==> src/rtl/ex_mem_pipe.sv <==
// EX/MEM pipeline register: captures ALU result/flags and controls, resolves branches/jumps, issues a one-cycle redirect.
// Optional branch performance counters are enabled with `define EX_MEM_PERF_CNT_EN.
module ex_mem_pipe #(
  parameter int XLEN = 32
) (
  input  logic            clk,
  input  logic            rst,
  input  logic            stall_i,
  input  logic            flush_i,
  input  logic            valid_i,
  input  logic [XLEN-1:0] alu_result_i,
  input  logic            zero_i,
  input  logic            overflow_i,
  input  logic            carry_i,
  input  logic            negative_i,
  input  logic [XLEN-1:0] rs2_data_i,
  input  logic [XLEN-1:0] pc_i,
  input  logic [XLEN-1:0] imm_i,
  input  logic [4:0]      rd_addr_i,
  input  logic            branch_i,
  input  logic            jal_i,
  input  logic            jalr_i,
  input  logic [2:0]      funct3_i,
  input  logic            mem_read_i,
  input  logic            mem_write_i,
  input  logic            reg_write_i,
  input  logic            mem_to_reg_i,
  output logic            valid_o,
  output logic [XLEN-1:0] result_o,
  output logic [XLEN-1:0] store_data_o,
  output logic [4:0]      rd_addr_o,
  output logic            mem_read_o,
  output logic            mem_write_o,
  output logic            reg_write_o,
  output logic            mem_to_reg_o,
  output logic            redirect_o,
  output logic [XLEN-1:0] redirect_pc_o
`ifdef EX_MEM_PERF_CNT_EN
  ,
  output logic [31:0]     br_count_o,
  output logic [31:0]     br_taken_o
`endif
);

  logic            valid_q, valid_d;
  logic [XLEN-1:0] result_q, result_d;
  logic [XLEN-1:0] store_q, store_d;
  logic [4:0]      rd_q, rd_d;
  logic            mem_read_q, mem_read_d;
  logic            mem_write_q, mem_write_d;
  logic            reg_write_q, reg_write_d;
  logic            mem_to_reg_q, mem_to_reg_d;
  logic            redirect_q, redirect_d;
  logic [XLEN-1:0] redirect_pc_q, redirect_pc_d;

  logic            br_cond;
  logic            jump;
  logic            taken;
  logic [XLEN-1:0] link_addr;
  logic [XLEN-1:0] target;

  // Flags come from in1-in2; carry is NOT-borrow, so C=1 means in1 >= in2 unsigned.
  always_comb begin
    br_cond = 1'b0;
    case (funct3_i)
      3'b000:  br_cond = zero_i;
      3'b001:  br_cond = ~zero_i;
      3'b100:  br_cond = negative_i ^ overflow_i;
      3'b101:  br_cond = ~(negative_i ^ overflow_i);
      3'b110:  br_cond = ~carry_i;
      3'b111:  br_cond = carry_i;
      default: br_cond = 1'b0;
    endcase
  end

  assign jump      = jal_i | jalr_i;
  assign taken     = jump | (branch_i & br_cond);
  assign link_addr = pc_i + XLEN'(4);
  assign target    = jalr_i ? (alu_result_i & ~XLEN'(1)) : (pc_i + imm_i);

  always_comb begin
    valid_d       = valid_q;
    result_d      = result_q;
    store_d       = store_q;
    rd_d          = rd_q;
    mem_read_d    = mem_read_q;
    mem_write_d   = mem_write_q;
    reg_write_d   = reg_write_q;
    mem_to_reg_d  = mem_to_reg_q;
    redirect_d    = 1'b0;
    redirect_pc_d = redirect_pc_q;
    if (flush_i) begin
      valid_d = 1'b0;
    end else if (!stall_i) begin
      valid_d       = valid_i;
      result_d      = jump ? link_addr : alu_result_i;
      store_d       = rs2_data_i;
      rd_d          = rd_addr_i;
      mem_read_d    = mem_read_i;
      mem_write_d   = mem_write_i;
      reg_write_d   = reg_write_i;
      mem_to_reg_d  = mem_to_reg_i;
      redirect_d    = valid_i & taken;
      redirect_pc_d = target;
    end
  end

  always_ff @(posedge clk or posedge rst) begin
    if (rst) begin
      valid_q       <= 1'b0;
      result_q      <= '0;
      store_q       <= '0;
      rd_q          <= '0;
      mem_read_q    <= 1'b0;
      mem_write_q   <= 1'b0;
      reg_write_q   <= 1'b0;
      mem_to_reg_q  <= 1'b0;
      redirect_q    <= 1'b0;
      redirect_pc_q <= '0;
    end else begin
      valid_q       <= valid_d;
      result_q      <= result_d;
      store_q       <= store_d;
      rd_q          <= rd_d;
      mem_read_q    <= mem_read_d;
      mem_write_q   <= mem_write_d;
      reg_write_q   <= reg_write_d;
      mem_to_reg_q  <= mem_to_reg_d;
      redirect_q    <= redirect_d;
      redirect_pc_q <= redirect_pc_d;
    end
  end

  assign valid_o       = valid_q;
  assign result_o      = result_q;
  assign store_data_o  = store_q;
  assign rd_addr_o     = rd_q;
  assign mem_read_o    = mem_read_q & valid_q;
  assign mem_write_o   = mem_write_q & valid_q;
  assign reg_write_o   = reg_write_q & valid_q;
  assign mem_to_reg_o  = mem_to_reg_q & valid_q;
  assign redirect_o    = redirect_q;
  assign redirect_pc_o = redirect_pc_q;

`ifdef EX_MEM_PERF_CNT_EN
  logic [31:0] br_count_q, br_taken_q;

  // Counts every offered valid branch, independent of stall and flush.
  always_ff @(posedge clk or posedge rst) begin
    if (rst) begin
      br_count_q <= '0;
      br_taken_q <= '0;
    end else if (valid_i && branch_i) begin
      br_count_q <= br_count_q + 32'd1;
      if (br_cond) br_taken_q <= br_taken_q + 32'd1;
    end
  end

  assign br_count_o = br_count_q;
  assign br_taken_o = br_taken_q;
`endif

endmodule

==> config.mk <==
export PLATFORM = sky130hd
export DESIGN_NAME = ex_mem_pipe
export DESIGN_NICKNAME = d
export VERILOG_FILES = /design/src/rtl/ex_mem_pipe.sv
export SDC_FILE = /design/constraint.sdc
export NUM_CORES = 1
export LEC_CHECK = 0
export ABC_CLOCK_PERIOD_IN_PS = 9500
export BUFFER_PORTS_ARGS = -buffer_cell sky130_fd_sc_hd__buf_2
export CAP_MARGIN = 25
export CORE_MARGIN = 5
export CORE_UTILIZATION = 50
export CTS_BUF_LIST = sky130_fd_sc_hd__clkbuf_4 sky130_fd_sc_hd__clkbuf_8
export DETAILED_ROUTE_END_ITERATION = 10
export GPL_ROUTABILITY_DRIVEN = 0
export GPL_TIMING_DRIVEN = 0
export MAX_ROUTING_LAYER = met4
export PLACE_DENSITY = 0.81
export SLEW_MARGIN = 20
export SYNTH_ARGS = -nofsm -noshare
export SYNTH_HDL_FRONTEND = slang
export SYNTH_SLANG_ARGS = --single-unit
export TNS_END_PERCENT = 20
==> constraint.sdc <==
create_clock -name clk -period 9.5 [get_ports clk]
set_clock_uncertainty 0.05 [all_clocks]
set_input_delay 0.95 -clock clk [delete_from_list [all_inputs] [get_ports clk]]
set_output_delay 0.95 -clock clk [all_outputs]
set_load 0.02 [all_outputs]
==> impl_metrics.csv, run 1 <==
group,metric,value,unit
route,dr_wl_met3,1840,um
sta,finalSetupTns,0,ns
setup_path,required,9.69,ns
clock_tree,cts_tree,"yes",
route,drt_wl_total,22600,um
sta,setup_ws,6.27,ns
setup_path,cp-start-kind,"primary input",
grt,grt_pass1_wl,35000,um
grt,grt-ovfl-total,0,
route,num_vias,7088,
grt,grtUsageTotal,27.9,%
route,drtPass1Iterations,6,
outcome,status,"completed",
clock_tree,hold_buffers,0,
grt,antenna_found_initial,3,
logic_synthesis,yosys_register_bits,107,
sta,worstMarginPinSlew,0.727,ns
sta,maxSlewViolCount,0,
setup_path,endpoint_kind,"register",
die,die-area,16200,um^2
logic_synthesis,synthesis.area,6860,um^2
die,fp-row-count,42,
setup_path,cp.arrival,3.42,ns
final_layout,drive_gt1_share,28.1,%
logic_synthesis,async_flop_share,100,%
clock_tree,cts_made_buffers,9,
clock_tree,root_buffer,"clkbuf_8",
setup_path,cp_max_fo,6,
pwr,irDropWorstVdd,0.0000711,V
logic_synthesis,ys_warn_count,0,
sta,period_share,34.0,%
route,ant_nets,0,
route,wl_per_cell,17.5,um
sta,max_freq,310,MHz
route,via_per_inst,5.48,
logic_synthesis,synth_edf_count,0,
clock_tree,clkSinkCount,107,
grt,grt_pass1_vias,6693,
grt,grt_max_degree,73,
sta,setup_viol,0,
route,post-route-drc-count,0,
route,wl_met1,9410,um
clock_tree,path_clk_slew,0.10,ns
logic_synthesis,synth_area_leader_cell,"dfrtp_1",
die,io_pins,259,
final_layout,utilization,64.5,%
place,io_buffers,257,
route,route.met2.wl,10600,um
die,core,13300,um^2
setup_path,path_class,"primary input to register",
route,drt_iter0_markers,547,
pwr,p_per_area,152,nW/um^2
pwr,power.leakage,0.00440,uW
clock_tree,cts-resized-gates,0,
final_layout,mostFrequentLayoutCells,"buf_2, nand2_1, dfrtp_1, a21oi_1, nor2_1",
logic_synthesis,synth_cell_types,65,
clock_tree,postCtsSetupBuffers,0,
die,initial_core_util,51.4,%
logic_synthesis,ys_seq_area_share,39.0,%
sta,min_period,3.23,ns
logic_synthesis,synthCells,841,
final_layout,nets,1295,
clock_tree,h-tree-depth,3,
sta,rsz0062_at_grt,"false",
sta,finalHoldViolations,0,
logic_synthesis,yosys-top-cells-area,"dfrtp_1, nand2_1, ha_1",
clock_tree,clk_latency,0.36,ns
logic_synthesis,synth_ff_type,"dfrtp_1",
logic_synthesis,synth_nets,1026,
die,die_y,127,um
sta,relSlewSlack,51.4,%
min_path,hold_class,"register to register",
clock_tree,clockBufferDepth,2,
die,fp.dieW,127,um
final_layout,syn2layout_area_growth,25.4,%
place,place_ws,5.91,ns
logic_synthesis,syn_area_per_cell,8.16,um^2
place,hpwlAfterDp,18700,um
route,top_layer,"met4",
flow_run,drv_cap,0,
logic_synthesis,synth_top_area_share,39.0,%
final_layout,layout_commonest_cell,"buf_2",
==> sequential cells by signal, indices dropped and copies added, names as in the netlist <==
name and flops:
mem_read_q 1, mem_to_reg_q 1, mem_write_q 1, rd_addr_o 5, redirect_o 1, redirect_pc_o 32
reg_write_q 1, result_o 32, store_data_o 32, valid_o 1
==> synthesized netlist by cell type (2+ instances only) <==
| master | n |
|---|---|
| a2111o_1 | 2 |
| a211oi_1 | 6 |
| a21o_1 | 11 |
| a21oi_1 | 74 |
| a21oi_2 | 4 |
| a311oi_1 | 4 |
| a311oi_2 | 2 |
| a31o_2 | 2 |
| a31oi_1 | 6 |
| and2_1 | 7 |
| and3_1 | 16 |
| and3_2 | 2 |
| and3b_1 | 3 |
| and4_1 | 4 |
| buf_2 | 3 |
| buf_6 | 2 |
| clkbuf_1 | 39 |
| clkbuf_8 | 3 |
| dfrtp_1 | 107 |
| ha_1 | 32 |
| inv_1 | 7 |
| mux2i_1 | 8 |
| nand2_1 | 209 |
| nand2_2 | 2 |
| nand2b_1 | 4 |
| nand3_1 | 27 |
| nand4_1 | 9 |
| nor2_1 | 64 |
| nor2b_1 | 2 |
| nor2b_2 | 2 |
| nor3_1 | 4 |
| o211ai_1 | 3 |
| o21a_1 | 9 |
| o21ai_0 | 52 |
| o21ai_1 | 21 |
| o21ai_2 | 2 |
| o22ai_1 | 3 |
| or2_2 | 3 |
| xnor2_1 | 26 |
| xor2_1 | 30 |
==> worst paths after layout <==
| check | startpoint | end | slack (ns) | depth (start not counted) |
|---|---|---|---|---|
| worst max-delay path | pc_i[0] | redirect_pc_o[14] | 6.27 | 11 |
| worst min-delay path | reg_write_q | reg_write_q | 0.43 | 2 |
| worst max register to register | redirect_pc_o[26] | redirect_pc_o[26] | 8.58 | 2 |
| worst min register to register | reg_write_q | reg_write_q | 0.43 | 2 |
| max in group asynchronous | rst | redirect_pc_o[11] | 8.24 | 3 |
| min in group asynchronous | rst | store_data_o[18] | 0.50 | 2 |
==> critical path: stages <==
cell and delay (ns):
buf_2 0.11, ha_1 0.24, fa_1 0.43, a21o_1 0.23, a221oi_2 0.39, o21ai_2 0.19, a211o_2 0.36, xnor2_1 0.16
nor2_1 0.06, a21oi_1 0.22, o21ai_1 0.08
==> power by group <==
group | switching (uW) | total (uW) | leakage [uW] | internal, uW
combinational | 306 | 479 | 0.00298 | 173
sequential | 34.3 | 555 | 0.00132 | 520
clock | 163 | 276 | 0.000102 | 114
total | 503 | 1310 | 0.00440 | 807
==> metal layers <==
layer / vias up / global-route usage [%]
li1: 3428 / -
met1: 3265 / 36.7
met2: 350 / 44.1
met3: 45 / 4.26
met4: 0 / 10.1
met5: - / -
==> metrics by stage <==
step	std cells	area [um^2]	hold slack, ns	total power [uW]
after floorplan	841	6860	0.388	853
after global placement	1274	8370	0.397	1030
after detailed placement	1275	8400	0.405	1040
after CTS	1291	8600	0.432	1310
after global routing	1294	8610	0.443	1380
final	1294	8610	0.430	1310
==> cell families after synthesis <==
| kind of cell | share of synthesized area, % |
|---|---|
| AOI/OAI and AO/OA | 19.3 |
| xor gates and xnor gates | 7.15 |
| adders and majority gates | 6.13 |
| buffers and inverters | 4.16 |
| DFF | 39.0 |
| muxes | 1.33 |
| and+or+nand+nor | 22.9 |
==> layout make-up <==
cell class              instances  area [um^2]
flip-flops and latches        107         2680
plain buffers                  50          259
inverters                       7         31.3
multi-input cells             677         3900
diodes                          3         7.51
repair buffers                258         1310
fillers                      1237         4740
clock inverters                 5         46.3
well taps                     176          220
clock buffers                  11          151
No activity file was read; power rests on OpenSTA's default activity.
==> run 2: changes to the inputs <==
Settings changed: ABC_AREA set to 1, ABC_CLOCK_PERIOD_IN_PS 9500 to 2600, CORE_UTILIZATION 50 to 48, PLACE_DENSITY 0.81 to 0.79.
Clock period 9.5 ns to 2.6 ns, I/O delays scaled along.
==> impl_metrics.csv, run 2 <==
group,metric,value,unit
place,io_buffers,258,
logic_synthesis,synth_area_leader_cell,"dfrtp_1",
grt,grt_max_degree,34,
place,placedInstanceArea,9470,um^2
sta,rsz0062_at_grt,"false",
grt,grt_pass1_vias,8162,
grt,gr-usage-met3,5.52,%
sta,setup_viol,0,
route,via_per_inst,5.07,
sta,worstMarginPinSlew,0.754,ns
clock_tree,hold_buffers,1,
setup_path,critical_path_buf_inv_count,1,
clock_tree,clk_latency,0.37,ns
final_layout,drive_gt1_share,20.9,%
setup_path,cpPeakStageDelay,0.46,ns
sta,maxSlewViolCount,0,
logic_synthesis,synthXorXnorAreaFrac,2.23,%
sta,setup_ws,0.579,ns
route,drtPass1Iterations,5,
clock_tree,cts_tree,"yes",
logic_synthesis,synth_nets,1430,
die,die-area,19000,um^2
pwr,power,4890,uW
setup_path,path_class,"primary input to register",
setup_path,worst-r2r-setup-slack,1.74,ns
clock_tree,clockBufferDepth,2,
logic_synthesis,synthCells,1245,
sta,period_share,77.7,%
logic_synthesis,yosys-top-cells-count,"nand2_1, inv_1, dfrtp_1",
sta,relSlewSlack,49.6,%
pwr,power.leakage,0.00574,uW
pwr,p_per_area,504,nW/um^2
logic_synthesis,synth_edf_count,0,
die,fp-row-count,46,
die,io_pins,259,
grt,grt_util_met1,34.7,%
logic_synthesis,synth_mux_area_share,0.128,%
sta,max_freq,495,MHz
clock_tree,h-tree-depth,3,
sta,min_period,2.02,ns
clock_tree,root_buffer,"clkbuf_8",
pwr,irDropWorstVdd,0.000231,V
logic_synthesis,ys_warn_count,0,
setup_path,required,2.80,ns
route,post-route-drc-count,0,
logic_synthesis,yosys.area_share.simple,39.1,%
logic_synthesis,synth-compound-area-share,9.20,%
setup_path,cp-start-kind,"primary input",
die,fp.dieW,138,um
final_layout,finalInstanceArea,9700,um^2
final_layout,layout_commonest_cell,"nand2_1",
logic_synthesis,ys_seq_area_share,34.1,%
logic_synthesis,synth_ff_type,"dfrtp_1",
clock_tree,postCtsSetupBuffers,0,
logic_synthesis,yosys_register_bits,107,
outcome,status,"completed",
die,die_y,138,um
setup_path,cp_cell_sequence,"buf_2 > ha_1 > fa_1 > nand3_1 > nand3_1 > nand2_1 > nand2_1 > nand2_1 > a21oi_1 > o21ai_0 > nand2_1",
die,initial_core_util,49.2,%
logic_synthesis,synth_top_family_by_area,"simple AND/OR/NAND/NOR gates",
final_layout,nets,1703,
place,hpwlAfterDp,22800,um
clock_tree,path_clk_slew,0.11,ns
logic_synthesis,synth_top_area_share,34.1,%
grt,antenna_found_initial,3,
logic_synthesis,yosys-top-cells-area,"dfrtp_1, nand2_1, inv_1",
grt,grtUsageTotal,28.6,%
route,drt_wl_total,27200,um
grt,grt_pass1_wl,40700,um
clock_tree,cts_made_buffers,9,
sta,finalHoldViolations,0,
final_layout,mostFrequentLayoutCells,"nand2_1, buf_2, inv_1, dfrtp_1, nor2_1",
min_path,hold_class,"primary input to register",
grt,top_usage_layer,"met2",
logic_synthesis,async_flop_share,100,%
sta,finalSetupTns,0,ns
route,ant_nets,0,
final_layout,syn2layout_area_growth,23.6,%
logic_synthesis,yosysMostFrequentCell,"nand2_1",
setup_path,cp.arrival,2.22,ns
setup_path,slowest_stage,"fa_1",
flow_run,drv_cap,0,
clock_tree,clkSinkCount,107,
route,wl_per_cell,15.6,um
route,drt_iter0_markers,587,
grt,grt-ovfl-total,0,
route,num_vias,8833,
final_layout,num-fill-cells,1565,
logic_synthesis,synth_cell_types,37,
logic_synthesis,synthesis.area,7850,um^2
setup_path,endpoint_kind,"register",
setup_path,cp_common_cell,"nand2_1",
place,place_ws,0.230,ns
grt,grt_use_met2,48.0,%
setup_path,cp_max_fo,5,
final_layout,utilization,60.9,%
logic_synthesis,synthAdderAreaFrac,5.36,%
clock_tree,cts-resized-gates,0,
setup_path,path_delay_family,"adder cells",
logic_synthesis,syn_area_per_cell,6.30,um^2
die,core,15900,um^2
[run 2: cell count changes after synthesis, moves of 16 or more]
cell      delta
and3_1      -16
clkbuf_1    -18
inv_1      +155
nand2_1    +310
nand3_1     +40
nor2_1      +39
xnor2_1     -20
xor2_1      -16
[run 2: final timing paths]
check / cells past startpoint / startpoint / end
hold / removal: 3 / rs2_data_i[4] / store_data_o[4]
setup reg to reg: 2 / valid_o / valid_o
min in group asynchronous: 3 / rst / store_data_o[6]
hold reg to reg: 2 / store_data_o[0] / store_data_o[0]
max in group asynchronous: 5 / rst / redirect_pc_o[8]
setup / recovery: 11 / pc_i[0] / redirect_pc_o[16]
[run 2: area by class of cell]
cell class,count,area [um^2],share of cell area (%)
diodes,3,7.51,0.0774
plain buffers,34,141,1.46
clock buffers,9,124,1.28
clock inverters,7,88.8,0.916
inverters,168,634,6.54
multi-input cells,936,4400,45.3
flip-flops and latches,107,2680,27.6
well taps,216,270,2.79
repair buffers,262,1360,14.0
[run 2: worst min-delay path: cells and delay by family]
family,cells,cell delay (ns)
and+or+nand+nor,2,0.09
buffers and inverters,1,0.08
[run 2: kinds of logic after synthesis]
| group | count (synthesis) |
|---|---|
| and+or+nand+nor | 744 |
| AOI/OAI and AO/OA | 138 |
| DFF | 107 |
| xor gates and xnor gates | 20 |
| buffers and inverters | 202 |
| adders and majority gates | 33 |
| muxes | 1 |
[run 2: through the flow]
step	hold slack [ns]	instances
after floorplan	0.327	1245
after global placement	0.398	1719
after detailed placement	0.264	1722
after CTS	0.00470	1739
after global routing	0.00664	1742
final	0.0215	1742
[run 2: routing by layer]
layer / wire length (um) / vias up
li1: - / 4427
met1: 10800 / 3910
met2: 12900 / 439
met3: 2720 / 57
met4: 767 / 0
met5: 0 / -
[run 2: report_power, final]
group	total, uW	leakage (uW)	switching [uW]	internal (uW)
Sequential	2030	0.00130	131	1900
Clock	1080	0.000108	613	464
Combinational	1790	0.00433	1200	593
Total	4890	0.00574	1940	2950
==> run 3: changes to the inputs <==
Settings changed: ABC_CLOCK_PERIOD_IN_PS 2600 to 1900, CORE_UTILIZATION 48 to 50.
Clock period 2.6 ns to 1.9 ns, I/O delays scaled along.
==> impl_metrics.csv, run 3 (same netlist as run 2, synthesis figures left out) <==
group,metric,value,unit
clock_tree,cts_tree,"yes",
setup_path,cp_common_cell,"nand2_1",
setup_path,cpPeakStageDelay,0.39,ns
route,drt_wl_total,28800,um
die,initial_core_util,51.2,%
pwr,switching_share,39.3,%
grt,antenna_found_initial,2,
sta,finalHoldViolations,0,
final_layout,syn2layout_area_growth,28.8,%
sta,relSlewSlack,43.8,%
pwr,power.leakage,0.00592,uW
setup_path,path_delay_family,"adder cells",
grt,grt_use_met2,52.7,%
setup_path,worstReg2RegStart,"valid_o",
sta,setup_viol,0,
clock_tree,path_clk_slew,0.11,ns
pwr,internal-power,4110,uW
pwr,irDropWorstVdd,0.000384,V
grt,top_usage_layer,"met2",
clock_tree,clockBufferDepth,2,
die,core,15300,um^2
die,die_y,135,um
final_layout,finalInstanceArea,10100,um^2
setup_path,r2r_end,"valid_o",
die,io_pins,259,
route,drtPass1Iterations,7,
route,via_per_inst,5.17,
min_path,hold_path_end,"result_o[31]",
pwr,seqPwrFrac,41.0,%
setup_path,cp.arrival,1.92,ns
min_path,hold_path_depth,3,
route,post-route-drc-count,0,
setup_path,cp_max_fo,5,
grt,grt_util_met1,37.8,%
flow_run,drv_cap,0,
grt,grt_pass1_vias,8758,
grt,gr-usage-met3,5.65,%
sta,holdWs,0.0202,ns
outcome,status,"completed",
sta,max_freq,580,MHz
place,hpwlAfterDp,22800,um
place,placedInstanceArea,9470,um^2
clock_tree,root_buffer,"clkbuf_8",
die,fp.dieW,135,um
pwr,pwr-share-comb,37.7,%
clock_tree,postCtsSetupBuffers,0,
final_layout,final_cells,1777,
sta,maxSlewViolCount,0,
sta,worstMarginPinSlew,0.840,ns
sta,rsz0062_at_grt,"false",
route,wl_per_cell,16.2,um
grt,grt-ovfl-total,0,
final_layout,num-fill-cells,1413,
final_layout,layout_commonest_cell,"nand2_1",
min_path,hp-start,"alu_result_i[31]",
place,io_buffers,258,
sta,period_share,90.7,%
setup_path,cp-start-kind,"primary input",
pwr,p_per_area,671,nW/um^2
setup_path,slowest_stage,"fa_2",
clock_tree,h-tree-depth,3,
setup_path,endpoint_kind,"register",
route,drt_iter0_markers,575,
route,ant_nets,0,
die,fp-row-count,45,
final_layout,mostFrequentLayoutCells,"nand2_1, buf_2, inv_1, dfrtp_1, nor2_1",
place,dp.cells,1717,
grt,grt_max_degree,35,
setup_path,cp_cell_sequence,"buf_2 > ha_2 > fa_2 > nand3_1 > nand3_2 > nand2_1 > nand2_1 > nand2_1 > a21oi_1 > o21ai_0 > nand2_1",
min_path,hold_class,"primary input to register",
setup_path,path_class,"primary input to register",
setup_path,critical_path_buf_inv_count,1,
setup_path,required,2.10,ns
sta,finalSetupTns,0,ns
final_layout,drive_gt1_share,20.5,%
clock_tree,clkSinkCount,107,
grt,grt_pass1_wl,44200,um
pwr,pwr-share-clk,21.3,%
pwr,switchingPower,2670,uW
clock_tree,clk_latency,0.37,ns
sta,min_period,1.72,ns
setup_path,worst-r2r-setup-slack,1.06,ns
grt,grtUsageTotal,31.6,%
clock_tree,cts_made_buffers,9,
route,num_vias,9180,
die,die-area,18300,um^2
setup_path,reg2regPathDepth,2,
final_layout,nets,1744,
[run 3: how the worst max path moves through the flow]
stage | cells after the start | slack (ns) | startpoint | endpoint
global placement | 11 | -0.34 | pc_i[0] | redirect_pc_o[16]
floorplan | 12 | 0.16 | pc_i[0] | redirect_pc_o[20]
finish | 11 | 0.18 | pc_i[0] | redirect_pc_o[16]
global route | 13 | 0.06 | pc_i[0] | redirect_pc_o[20]
detailed placement | 11 | -0.38 | pc_i[0] | redirect_pc_o[16]
CTS | 11 | 0.02 | pc_i[0] | redirect_pc_o[16]
[run 3: power groups by stage]
| stage | combinational, uW | sequential (uW) | clock, uW |
|---|---|---|---|
| 4_1_cts | 2520 | 2770 | 1450 |
| 3_5_place_dp | 2440 | 2810 | 0 |
| 6_report | 2560 | 2780 | 1450 |
| 5_1_grt | 2800 | 2810 | 1550 |
| 2_1_floorplan | 1090 | 3190 | 0 |
| 3_3_place_gp | 2390 | 2800 | 0 |
[run 3: through the flow]
stage                     utilization, %  setup slack (ns)  power, uW
after global placement              61.4            -0.344       5190
after CTS                           65.9            0.0184       6740
after floorplan                        -             0.162       4280
after global routing                66.0            0.0581       7160
after detailed placement            61.9            -0.379       5250
final                               66.0             0.177       6780
[run 3: timing repair]
item / 4_1_cts / 5_1_grt
gates resized for setup: 0 / 5
endpoints found under the setup margin: 0 / 7
endpoints found under the hold margin: 64 / 0
hold buffers: 42 / 0
[run 3: layout make-up]
cell class                      count  area, um^2  area share, %
Multi-Input combinational cell    936        4410           43.6
Sequential cell                   107        2680           26.5
Timing Repair Buffer              303        1780           17.6
Inverter                          168         634           6.28
Tap cell                          211         264           2.61
Buffer                             34         141           1.40
Clock buffer                       10         138           1.36
Clock inverter                      6        62.6          0.619
Antenna cell                        2        5.00         0.0495
[run 3: worst reg2reg max path: stages (launching register included)]
cell and delay [ns]:
dfrtp_1 0.45, nand3b_1 0.13, o21ai_0 0.08
[run 3: per-layer routing]
metal	vias up	share of wire, %
met4	0	4.3
met3	93	9.4
met1	4131	39
met5	-	0
met2	450	47
li1	4506	-
